[config.mk]
export PLATFORM = sky130hd
export DESIGN_NAME = debounce_bank
export DESIGN_NICKNAME = d
export VERILOG_FILES = /design/src/rtl/debounce_bank.sv
export SDC_FILE = /design/constraint.sdc
export NUM_CORES = 1
export LEC_CHECK = 0
export ABC_AREA = 1
export ABC_CLOCK_PERIOD_IN_PS = 1400
export BUFFER_PORTS_ARGS = -buffer_cell sky130_fd_sc_hd__clkbuf_2
export CORE_MARGIN = 2
export CORE_UTILIZATION = 57
export CTS_BUF_LIST = sky130_fd_sc_hd__clkbuf_8
export CTS_CLUSTER_DIAMETER = 150
export DETAILED_ROUTE_END_ITERATION = 16
export PLACE_DENSITY_LB_ADDON = 0.25
export SYNTH_ARGS = -nofsm -noshare
export SYNTH_HDL_FRONTEND = slang
export SYNTH_SLANG_ARGS = --single-unit
[constraint.sdc]
create_clock -name clk -period 1.4 [get_ports clk]
set_input_delay 0.14 -clock clk [delete_from_list [all_inputs] [get_ports clk]]
set_output_delay 0.14 -clock clk [all_outputs]
set_load 0.05 [all_outputs]
[src/rtl/debounce_bank.sv]
// N-channel debouncer: per-channel synchroniser, saturating stability counter,
// debounced level and one-cycle rise/fall pulses.
module debounce_bank #(
  parameter int WIDTH = 4,
  parameter int THRESHOLD = 6000,
  parameter int SYNC_STAGES = 2,
  parameter logic [WIDTH-1:0] RESET_VAL = '0
) (
  input  logic             clk,
  input  logic             rst,
  input  logic             en,
  input  logic [WIDTH-1:0] raw,
  output logic [WIDTH-1:0] level,
  output logic [WIDTH-1:0] rise,
  output logic [WIDTH-1:0] fall,
  output logic             busy
);

  localparam int CW = (THRESHOLD < 1) ? 1 : $clog2(THRESHOLD + 1);
  localparam logic [CW-1:0] LAST = CW'(THRESHOLD - 1);

  logic [WIDTH-1:0] sq [SYNC_STAGES];
  logic [WIDTH-1:0] sync;
  logic [CW-1:0]    cnt [WIDTH];

  always_ff @(posedge clk) begin
    if (rst) begin
      for (int s = 0; s < SYNC_STAGES; s++)
        sq[s] <= RESET_VAL;
    end else begin
      sq[0] <= raw;
      for (int s = 1; s < SYNC_STAGES; s++)
        sq[s] <= sq[s-1];
    end
  end

  assign sync = sq[SYNC_STAGES-1];
  assign busy = |(sync ^ level);

  // en only paces the count; a bounce back to level always clears it
  always_ff @(posedge clk) begin
    if (rst) begin
      level <= RESET_VAL;
      rise  <= '0;
      fall  <= '0;
      for (int i = 0; i < WIDTH; i++)
        cnt[i] <= '0;
    end else begin
      rise <= '0;
      fall <= '0;
      for (int i = 0; i < WIDTH; i++) begin
        if (sync[i] == level[i]) begin
          cnt[i] <= '0;
        end else if (en) begin
          if (cnt[i] == LAST) begin
            level[i] <= sync[i];
            rise[i]  <= sync[i];
            fall[i]  <= ~sync[i];
            cnt[i]   <= '0;
          end else begin
            cnt[i] <= cnt[i] + 1'b1;
          end
        end
      end
    end
  end

endmodule
After elaboration in Yosys (flattened, before gate mapping). Memory sizes are Yosys's and may differ from the RTL's. Index checks and enable logic that the tools add are counted.

Word-level logic and storage cells: 132. Output and inout port bits: 13. Bits in registers: 12. Memories kept: 2. RAM bits: 60.

Bitwise gates (word level): 28. Reduce and logical (&&, ||, !) cells: 9. Equal/unequal tests: 8. Add/sub/neg operators: 4. Mux-type cells: 69.

Memories: cnt (depth 4, width 13, read ports 4, clocked after Yosys merged registers in 0, write ports 4, RTL line 24) `logic [CW-1:0] cnt [WIDTH];`; sq (depth 2, width 4, read ports 2, clocked after Yosys merged registers in 0, write ports 2, RTL line 22) `logic [WIDTH-1:0] sq [SYNC_STAGES];`.

Operator list (count): $mux W13 (12); $mux W1 (55); $add A13 B1 Y13 const B (4); $eq A13 B13 Y1 const B (4); $reduce_or A4 Y1 (5); $or A1 B1 Y1 (14); $not A1 Y1 (13); $reduce_and A3 Y1 (4); $mux W4 (2); $eq A1 B1 Y1 (4); $xor A4 B4 Y4 (1).

Depth between registers and ports, before layout. Gate-level depths: netlist (run 1).

Depth in word-level cells: 8. Gate-level depth with buffers: 8. Depth with buffers taken out: 8.

Worst setup path after synthesis (run 1). Ideal clock, no wire load.

Kind: register -> register. From: reg level[3]. To: mem cnt[3][0] (netlist bit), enable pin. Required time: 1044 ps. Cell stages (with the launch flop): 4. Setup time: 356 ps. Path slack: -239 ps. Arrival time: 1284 ps. Cell sequence: dfxtp_1 > xnor2_1 > inv_1 > nand2_1.

RTL lines: start, declared (RTL line 13) `output logic [WIDTH-1:0] level,`; start signal, assigned by index (RTL line 56) `level[i] <= sync[i];`; end, declared (RTL line 24).

==> flow_metrics.env, run 1 <==
export IMPL_clock_fmax_mhz=656
export IMPL_layout_worst_path_cycle_share_pct=109
export IMPL_status="finished, violations left"
export IMPL_cts_tree="yes"
export IMPL_route_detailed_vias_per_inst=5.12
export IMPL_postSynthNetCount=477
export IMPL_num_rows=30
export IMPL_grt_remaining_overflow=0
export IMPL_fp_coreArea_um2=6830
export IMPL_yosys_register_bits=72
export IMPL_tritoncts_num_buffers=9
export IMPL_timing_clock_skew_ns=0.00924
export IMPL_pre_repair_dr_iteration_count=4
export IMPL_grt_start_max_net_pins=14
export IMPL_design_die_area_um2=7750
export IMPL_antenna_cells=0
export IMPL_floorplan_initialDensity_pct=58.9
export IMPL_proportion_of_netlist_area_held_by_the_largest_area_contributor_pct=38.8
export IMPL_non_filler_cell_area_final_um2=5280
export IMPL_syn2layout_area_growth_pct=31.3
export IMPL_timing_hold_worst_path_depth=3
export IMPL_placed_area_um2=4610
export IMPL_final_number_of_hold_violating_endpoints=0
export IMPL_worstSetupStartpointType="register"
export IMPL_finalCriticalPeriod_ns=1.53
export IMPL_cp_top_family="flip-flops"
export IMPL_post_drt_antenna_nets=0
export IMPL_htreeDepth=3
export IMPL_final_slew_viol_count=0
export IMPL_worstMarginPinSlew_ns=0.478
export IMPL_postRouteWirelength_um=9060
export IMPL_crit_path_start="cnt[2][0]"
export IMPL_synthTopCellsByArea="edfxtp_1 39%, dfxtp_1 10%, nand2_1 8.4%, inv_1 6.7%, nor2_1 6.3%"
export IMPL_hpwl_um=5680
export IMPL_synth_async_sr_flop_share_pct=0
export IMPL_worst_endpoint_arrival_ns=1.63
export IMPL_synth_edf_count=52
export IMPL_setup_viol=51
export IMPL_layout_drive_gt1_share_pct=38.6
export IMPL_synthesis_instances=466
export IMPL_netlist_area_before_placement_um2=4020
export IMPL_cts_max_path_buffers=2
export IMPL_worstReg2RegStart="cnt[2][0]"
export IMPL_first_global_vias=3188
export IMPL_cp_cell_sequence="ha_2, buf_4, nand2_1, nor3_2, xnor2_2, nor2_4"
export IMPL_timing_critical_path_buf_inv=1
export IMPL_leakage_nw=2.01
export IMPL_finish_net_count=563
export IMPL_clock_slew_at_the_register_clock_pins_of_the_worst_setup_and_hold_paths_ns=0.08
export IMPL_synth_largest_area_cell="edfxtp_1"
export IMPL_global_placer_s_final_weighted_congestion=0.853
export IMPL_wl_per_cell_um=13.9
export IMPL_crit_path_max_fanout=2
export IMPL_critical_path_cell_count=6
export IMPL_antenna_found_initial=0
export IMPL_design_portCount=20
export IMPL_setup_reg_to_reg_worst_slack_ns=-0.13
export IMPL_critical_path_slowest_cell="edfxtp_1"
export IMPL_grt_total_usage_pct=22.8
export IMPL_failed_checks="setup timing"
export IMPL_worst_r2r_path_depth=6
export IMPL_average_instance_area_after_synthesis_um2=8.63
export IMPL_cap_viol_max_count=0
export IMPL_timing_max_slew_rel_slack_pct=68.0
export IMPL_clock_root_buffer="clkbuf_8"
export IMPL_grt_first_pass_wirelength_um=13700
export IMPL_chipHeight_um=88.0
export IMPL_critPathCapture="cnt[2][6]"
export IMPL_netlist_cell_type_count=29
export IMPL_worst_path_largest_cell_delay_ns=0.37
export IMPL_synthesis_yosys_warnings=0
export IMPL_max_vdd_ir_drop_mv=0.608
export IMPL_portBuffers=19
export IMPL_hp_class="in2reg"
export IMPL_clock_latency_ns=0.35
export IMPL_worst_ep_required_time_ns=1.50
export IMPL_crit_path_end_kind="register"
export IMPL_drtIter0Drc=177
export IMPL_clock_sinks=72
export IMPL_most_common_cell_after_layout_fill_and_taps_aside="nand2_1"
export IMPL_timing_setup_critical_path_class="reg2reg"
export IMPL_cellPowerDensity_nw_per_um2=783
export IMPL_final_critical_path_setup_slack_ns=-0.125
export IMPL_ys_flop_type="edfxtp_1"
export IMPL_layout_cells_most_common_list="84 x nand2_1, 72 x inv_1, 58 x nor2_1"
export IMPL_post_route_drc_count=0
export IMPL_fin_worst_hold_slack_ns=0.165
export IMPL_die_w_um=88.0
export IMPL_reg2reg_to="cnt[2][6]"
export IMPL_dr_total_vias=3341
export IMPL_yosysSeqAreaShare_pct=48.8
export IMPL_grt_setup_unrepaired="yes"
==> metrics by stage <==
stage	worst slack (ns)	cells	setup TNS, ns	utilization, %	power, mW
floorplan	-0.0470	466	-0.837	-	2.49
global placement	0.00739	617	0	67.5	2.55
detailed placement	-0.0462	617	-0.280	67.5	2.56
CTS	-0.0394	647	-0.343	73.4	4.12
global route	-0.175	653	-5.07	77.3	4.26
finish	-0.125	653	-1.92	77.3	4.14
==> area by class of cell <==
cell class	instances	area [µm²]
clock buffer	9	124
clock inverter	7	56.3
fill	457	1550
inverter	73	275
multi-input combinational	316	2050
sequential	72	1970
tap	96	120
timing repair buffer	80	683
==> kinds of logic (layout without fill, tap and decap cells) <==
group,Yosys count,count (layout),share of synthesized area [%]
flops,72,72,48.8
buf+inv,78,169,8.36
simple gates,267,267,32.6
fa+ha+maj,4,4,1.24
xor+xnor,14,14,3.05
compound gates,31,31,5.97
==> power breakdown <==
part / internal [mW] / switching, mW
Clock: 0.795 / 0.773
Sequential: 2.30 / 0.0385
Combinational: 0.101 / 0.128
==> Yosys cell counts (2+ instances only) <==
cell type and instances:
a21oi_1 5, a21oi_2 22, buf_6 3, dfxtp_1 20
edfxtp_1 52, ha_1 4, inv_1 72, nand2_1 90
nand2_2 6, nand3_1 25, nand3_2 7, nand4_1 16
nor2_1 67, nor2_2 23, nor2_4 8, nor3_1 14
o21ai_0 2, or2_1 4, or2_2 4, xnor2_1 10
xor2_1 4
==> worst min-delay path by stage <==
stage,startpoint,end,slack (ns)
floorplan,raw[0],sq[0][0],0.25
global placement,raw[0],sq[0][0],0.34
detailed placement,raw[2],sq[0][2],0.34
CTS,rst,sq[0][6],0.15
global route,rst,sq[0][6],0.20
finish,rst,sq[0][6],0.16
==> repair_timing <==
item | CTS | global route
cloned | 1 | 2
endpoints found under the setup margin | 44 | 69
endpoints found under the hold margin | 4 | 0
gates resized for setup | 21 | 44
buffers inserted | 9 | 5
pin swaps | 12 | 9
hold buffers | 4 | 0
==> worst register-to-register path, stage by stage (launching register included) <==
cell,delay (ns)
edfxtp_1,0.37
ha_2,0.22
buf_4,0.12
nand2_1,0.07
nor3_2,0.24
xnor2_2,0.19
nor2_4,0.06
==> layer usage <==
metal  track usage, %  routed length [µm]  vias up
met5                0                   0        -
met4             9.23                 165        0
met3             4.24                 364       18
met2             40.8                4750       86
met1             27.1                3780     1562
li1                 -                   -     1675
==> registers in the layout, summed over array words and instances, names as in the netlist <==
signal / flops
fall: 4
rise: 4
level: 4
sq: 8
cnt: 52
(Power assumes the default switching activity.)
==> run 2: changes to the inputs <==
--- a/config.mk
+++ b/config.mk
@@ -8,7 +8,7 @@
 export ABC_AREA = 1
 export ABC_CLOCK_PERIOD_IN_PS = 1400
 export BUFFER_PORTS_ARGS = -buffer_cell sky130_fd_sc_hd__clkbuf_2
-export CORE_MARGIN = 2
+export CORE_MARGIN = 3
 export CORE_UTILIZATION = 57
 export CTS_BUF_LIST = sky130_fd_sc_hd__clkbuf_8
 export CTS_CLUSTER_DIAMETER = 150
==> flow_metrics.env, run 2 (synthesis results as in run 1) <==
export IMPL_timing_clock_skew_ns=0.0120
export IMPL_postRouteWirelength_um=10200
export IMPL_post_drt_antenna_nets=0
export IMPL_final_number_of_hold_violating_endpoints=0
export IMPL_layout_worst_path_cycle_share_pct=110
export IMPL_clock_sinks=72
export IMPL_pre_repair_dr_iteration_count=7
export IMPL_worst_endpoint_arrival_ns=1.65
export IMPL_antenna_cells=0
export IMPL_die_w_um=90.0
export IMPL_chipHeight_um=90.0
export IMPL_setup_viol=52
export IMPL_largest_register_ff_count=52
export IMPL_grt_start_max_net_pins=14
export IMPL_registers_top_by_ff_count="cnt"
export IMPL_failed_checks="setup timing"
export IMPL_crit_path_end_kind="register"
export IMPL_grt_remaining_overflow=0
export IMPL_clock_power_share_pct=36.7
export IMPL_floorplan_initialDensity_pct=60.9
export IMPL_status="finished, violations left"
export IMPL_wl_per_cell_um=15.4
export IMPL_finish_net_count=575
export IMPL_layout_drive_gt1_share_pct=40.9
export IMPL_design_die_area_um2=8100
export IMPL_portBuffers=19
export IMPL_first_global_vias=3183
export IMPL_drtIter0Drc=242
export IMPL_global_placer_s_final_weighted_congestion=0.880
export IMPL_hpwl_um=5640
export IMPL_most_common_cell_after_layout_fill_and_taps_aside="nand2_1"
export IMPL_timing_setup_critical_path_class="reg2reg"
export IMPL_switching_share_of_total_power_pct=24.3
export IMPL_critical_path_slowest_cell="edfxtp_1"
export IMPL_final_critical_path_setup_slack_ns=-0.138
export IMPL_fp_coreArea_um2=6600
export IMPL_layout_cells_most_common_list="80 x nand2_1, 67 x inv_1, 59 x nor2_1"
export IMPL_cp_cell_sequence="ha_4, nand3_4, nor2_4, nand3_4, nand2_4, clkbuf_16, a21oi_2"
export IMPL_clock_fmax_mhz=650
export IMPL_worstSetupStartpointType="register"
export IMPL_finalCriticalPeriod_ns=1.54
export IMPL_antenna_found_initial=0
export IMPL_intPower_mw=3.08
export IMPL_dp_slack_ns=-0.109
export IMPL_power_switching_mw=0.987
export IMPL_fin_total_pwr_mw=4.07
export IMPL_clock_latency_ns=0.36
export IMPL_cts_max_path_buffers=2
export IMPL_post_route_drc_count=0
export IMPL_num_rows=29
export IMPL_cap_viol_max_count=0
export IMPL_cp_common_cell="nand3_4"
export IMPL_grt_setup_unrepaired="yes"
export IMPL_power_share_sequential_pct=57.5
export IMPL_tritoncts_num_buffers=9
export IMPL_syn2layout_area_growth_pct=35.5
export IMPL_dr_total_vias=3543
export IMPL_worstMarginPinSlew_ns=0.520
export IMPL_timing_max_slew_rel_slack_pct=65.2
export IMPL_worst_path_largest_cell_delay_ns=0.43
export IMPL_crit_path_max_fanout=6
export IMPL_fin_worst_hold_slack_ns=0.181
export IMPL_worst_ep_required_time_ns=1.51
export IMPL_max_vdd_ir_drop_mv=0.847
export IMPL_htreeDepth=3
export IMPL_design_portCount=20
export IMPL_cellPowerDensity_nw_per_um2=746
export IMPL_hp_class="in2reg"
export IMPL_post_route_util_pct=82.6
export IMPL_clock_root_buffer="clkbuf_8"
export IMPL_largestRegisters="cnt: 52 flops, sq: 8 flops"
export IMPL_power_combinational_fraction_pct=5.8
export IMPL_clock_slew_at_the_register_clock_pins_of_the_worst_setup_and_hold_paths_ns=0.08
export IMPL_leakage_nw=2.09
export IMPL_final_slew_viol_count=0
export IMPL_grt_total_usage_pct=21.8
export IMPL_cts_tree="yes"
export IMPL_timing_critical_path_buf_inv=1
export IMPL_grt_first_pass_wirelength_um=14400
export IMPL_cp_top_family="simple AND/OR/NAND/NOR gates"
export IMPL_route_detailed_vias_per_inst=5.35
-- run 2: layout make-up --
cell class                      count  area, µm²
Tap cell                           93        116
Multi-Input combinational cell    316       2130
Clock inverter                      6       35.0
Timing Repair Buffer               92        782
Sequential cell                    72       1980
Fill cell                         371       1150
Inverter                           73        275
Clock buffer                       10        138
-- run 2: path summary, 6_finish.rpt --
kind	from	to	slack [ns]	depth (start not counted)
hold reg to reg	sq[0][3]	sq[0][7]	0.41	2
setup reg to reg	cnt[0][0]	cnt[0][7]	-0.14	7
setup / recovery	cnt[0][0]	cnt[0][7]	-0.14	7
hold / removal	rst	sq[0][5]	0.18	3
-- run 2: tightest hold or removal path, cell delays in order --
cell and delay, ns:
clkbuf_2 0.14, buf_4 0.17, nor2_1 0.05
-- run 2: power groups by stage --
stage | sequential [mW] | combinational [mW] | clock [mW]
final | 2.34 | 0.238 | 1.49
after global routing | 2.34 | 0.256 | 1.61
after CTS | 2.34 | 0.208 | 1.49
after detailed placement | 2.38 | 0.175 | 0
after global placement | 2.38 | 0.170 | 0
after floorplan | 2.38 | 0.111 | 0
-- run 2: repair_timing --
action                                  CTS  global route
hold buffers                              4             0
endpoints found under the hold margin     4             0
cloned                                    1             2
setup buffers                            11            14
resized for setup                        28            52
pin swaps                                15            21
endpoints found under the setup margin   28            65
-- run 2: per-stage QoR --
step | std cells | TNS (ns) | cell area [µm²]
after global placement | 617 | -0.0957 | 4640
final | 662 | -3.03 | 5450
after detailed placement | 617 | -1.04 | 4640
after global routing | 662 | -7.61 | 5450
after CTS | 648 | -0.167 | 5100
after floorplan | 466 | -0.837 | 4110
-- run 2: layer usage --
metal | GRT usage [%] | wire, µm
met3 | 5.18 | 554
met5 | 0 | 0
met4 | 7.27 | 261
met1 | 26.6 | 3930
met2 | 38.1 | 5430
==> run 3: changes to the inputs <==
==> config.mk (replaced) <==
export PLATFORM = sky130hd
export DESIGN_NAME = debounce_bank
export DESIGN_NICKNAME = d
export VERILOG_FILES = /design/src/rtl/debounce_bank.sv
export SDC_FILE = /design/constraint.sdc
export NUM_CORES = 1
export LEC_CHECK = 0
export ABC_CLOCK_PERIOD_IN_PS = 1400
export BUFFER_PORTS_ARGS = -buffer_cell sky130_fd_sc_hd__clkbuf_2
export CORE_UTILIZATION = 57
export CTS_BUF_LIST = sky130_fd_sc_hd__clkbuf_8
export CTS_CLUSTER_DIAMETER = 150
export DETAILED_ROUTE_END_ITERATION = 16
export PLACE_DENSITY = 0.82
export SYNTH_ARGS = -nofsm -noshare
export SYNTH_HDL_FRONTEND = slang
export SYNTH_SLANG_ARGS = --single-unit
==> flow_metrics.env, run 3 <==
export IMPL_cts_tree="yes"
export IMPL_first_global_vias=2880
export IMPL_fp_coreArea_um2=5640
export IMPL_global_placer_s_final_weighted_congestion=0.857
export IMPL_power_combinational_fraction_pct=6.0
export IMPL_htreeDepth=3
export IMPL_antenna_found_initial=0
export IMPL_clock_slew_at_the_register_clock_pins_of_the_worst_setup_and_hold_paths_ns=0.07
export IMPL_cp_cell_sequence="or4b_4, nor4_4, nand2b_4, nor2_1"
export IMPL_cp_top_family="simple AND/OR/NAND/NOR gates"
export IMPL_synth_async_sr_flop_share_pct=0
export IMPL_layout_drive_gt1_share_pct=43.8
export IMPL_critical_path_slowest_cell="or4b_4"
export IMPL_final_critical_path_setup_slack_ns=-0.475
export IMPL_tritoncts_num_buffers=9
export IMPL_clock_fmax_mhz=533
export IMPL_grt_total_usage_pct=29.3
export IMPL_floorplan_initialDensity_pct=60.7
export IMPL_clock_root_buffer="clkbuf_8"
export IMPL_timing_critical_path_buf_inv=0
export IMPL_worst_ep_required_time_ns=1.49
export IMPL_setup_viol=61
export IMPL_layout_worst_path_cycle_share_pct=134
export IMPL_final_number_of_hold_violating_endpoints=0
export IMPL_post_route_drc_count=0
export IMPL_max_vdd_ir_drop_mv=0.737
export IMPL_pre_repair_dr_iteration_count=5
export IMPL_syn2layout_area_growth_pct=41.2
export IMPL_design_die_area_um2=6320
export IMPL_leakage_nw=1.87
export IMPL_worst_endpoint_arrival_ns=1.97
export IMPL_clock_sinks=72
export IMPL_dr_total_vias=2977
export IMPL_postRouteWirelength_um=9470
export IMPL_clock_latency_ns=0.35
export IMPL_most_common_cell_after_layout_fill_and_taps_aside="buf_4"
export IMPL_synth_edf_count=52
export IMPL_antenna_cells=0
export IMPL_cts_max_path_buffers=2
export IMPL_final_slew_viol_count=0
export IMPL_design_portCount=20
export IMPL_grt_setup_unrepaired="yes"
export IMPL_cellPowerDensity_nw_per_um2=822
export IMPL_status="finished, violations left"
export IMPL_clock_power_share_pct=35.5
export IMPL_worstMarginPinSlew_ns=0.658
export IMPL_ys_flop_type="edfxtp_1"
export IMPL_worst_path_largest_cell_delay_ns=0.57
export IMPL_wl_per_cell_um=18.4
export IMPL_yosysSeqAreaShare_pct=57.3
export IMPL_post_route_util_pct=85.7
export IMPL_grt_first_pass_wirelength_um=13800
export IMPL_netlist_cell_type_count=30
export IMPL_netlist_area_before_placement_um2=3420
export IMPL_timing_setup_critical_path_class="reg2reg"
export IMPL_finalCriticalPeriod_ns=1.88
export IMPL_fin_worst_hold_slack_ns=0.00717
export IMPL_fin_total_pwr_mw=3.97
export IMPL_switching_share_of_total_power_pct=22.8
export IMPL_synth_common_cells="69 x nor2_1, 52 x edfxtp_1, 38 x xnor2_1, 20 x dfxtp_1, 20 x nand3_1"
export IMPL_chipHeight_um=79.5
export IMPL_route_detailed_vias_per_inst=5.78
export IMPL_synth_largest_area_cell="edfxtp_1"
export IMPL_largest_register_ff_count=52
export IMPL_worstSetupStartpointType="register"
export IMPL_timing_clock_skew_ns=0.0110
export IMPL_grt_start_max_net_pins=14
export IMPL_postSynthNetCount=331
export IMPL_cap_viol_max_count=0
export IMPL_proportion_of_netlist_area_held_by_the_largest_area_contributor_pct=45.6
export IMPL_grt_remaining_overflow=0
export IMPL_power_switching_mw=0.905
export IMPL_hpwl_um=5170
export IMPL_finish_net_count=449
export IMPL_num_rows=27
export IMPL_synthTopCellsByArea="edfxtp_1 46%, dfxtp_1 12%, xnor2_1 9.7%, nor2_1 7.6%, nand3_1 2.9%"
export IMPL_largestRegisters="cnt: 52 flops, sq: 8 flops"
export IMPL_hp_class="in2reg"
export IMPL_crit_path_max_fanout=6
export IMPL_failed_checks="setup timing"
export IMPL_synthesis_instances=320
export IMPL_layout_cells_most_common_list="88 x buf_4, 52 x edfxtp_1, 42 x nor2_1"
export IMPL_registers_top_by_ff_count="cnt"
export IMPL_yosys_register_bits=72
export IMPL_average_instance_area_after_synthesis_um2=10.7
export IMPL_portBuffers=19
export IMPL_die_w_um=79.5
export IMPL_timing_max_slew_rel_slack_pct=56.0
export IMPL_synthMostInstantiatedCell="nor2_1"
export IMPL_crit_path_end_kind="register"
export IMPL_intPower_mw=3.07
export IMPL_drtIter0Drc=197
export IMPL_post_drt_antenna_nets=0
export IMPL_power_share_sequential_pct=58.5
export IMPL_synthesis_yosys_warnings=0
## run 3: cell count changes after synthesis, sizes merged, moves of 5 or more
cell    previous run  this run
a21oi             27         2
and3               0         5
inv               72        15
nand2             97        17
nand2b             0         8
nand3             33        20
nand4             16         5
nor2              98        69
nor2b              0         8
nor4               0        16
or2                8         1
xnor2             10        38
xor2               4        10
## run 3: repair_timing
action / in CTS / in global routing
gates cloned: 2 / 1
endpoints found under the hold margin: 1 / 0
setup buffers: 9 / 9
hold buffers: 1 / 0
setup endpoints to repair: 61 / 74
pin swaps: 8 / 9
gates resized for setup: 28 / 38
## run 3: kinds of logic after synthesis
kind of cell	share of synthesized area [%]
adder cells (fa/ha/maj)	1.46
multiplexers	0.585
AND/OR/NAND/NOR	24.5
XOR/XNOR	12.3
AO/OA/AOI/OAI	0.877
buffers and inverters	2.96
flip-flops	57.3
## run 3: cell type report
class	count	area (µm²)
clock buffers	10	138
clock inverters	6	23.8
fillers	246	807
inverters	15	56.3
multi-input cells	229	1720
flip-flops and latches	72	1980
well taps	72	90.1
repair buffers	111	827
## run 3: stage by stage
stage / area, µm² / setup TNS, ns / worst slack (ns) / std cells
6_report: 4830 / -20.94 / -0.475 / 515
5_1_grt: 4830 / -24.88 / -0.505 / 515
4_1_cts: 4620 / -17.95 / -0.442 / 506
3_5_place_dp: 4250 / -17.93 / -0.497 / 479
3_3_place_gp: 4250 / -15.24 / -0.442 / 479
2_1_floorplan: 3530 / -17.80 / -0.462 / 320
## run 3: power by group through the flow
stage / Clock [mW] / Sequential [mW] / Combinational [mW]
CTS: 1.39 / 2.33 / 0.201
detailed placement: 0 / 2.37 / 0.172
finish: 1.41 / 2.33 / 0.237
global placement: 0 / 2.37 / 0.166
global route: 1.48 / 2.33 / 0.249
floorplan: 0 / 2.37 / 0.0884
## run 3: path summary, 6_finish.rpt
kind             start        end  slack [ns]  cells past startpoint
max          cnt[0][7]  cnt[0][3]       -0.48                      4
min             raw[3]   sq[0][3]       0.007                      2
max reg2reg  cnt[0][7]  cnt[0][3]       -0.48                      4
min reg2reg   sq[0][1]   sq[0][5]        0.44                      1
## run 3: metal layers
| metal | share of wire (%) | vias to the layer above | global-route usage [%] |
|---|---|---|---|
| met5 | 0 | - | 0 |
| met1 | 37 | 1417 | 34.3 |
| met2 | 52 | 164 | 50.4 |
| met4 | 4.0 | 0 | 16.4 |
| met3 | 6.8 | 41 | 5.26 |
| li1 | - | 1355 | - |
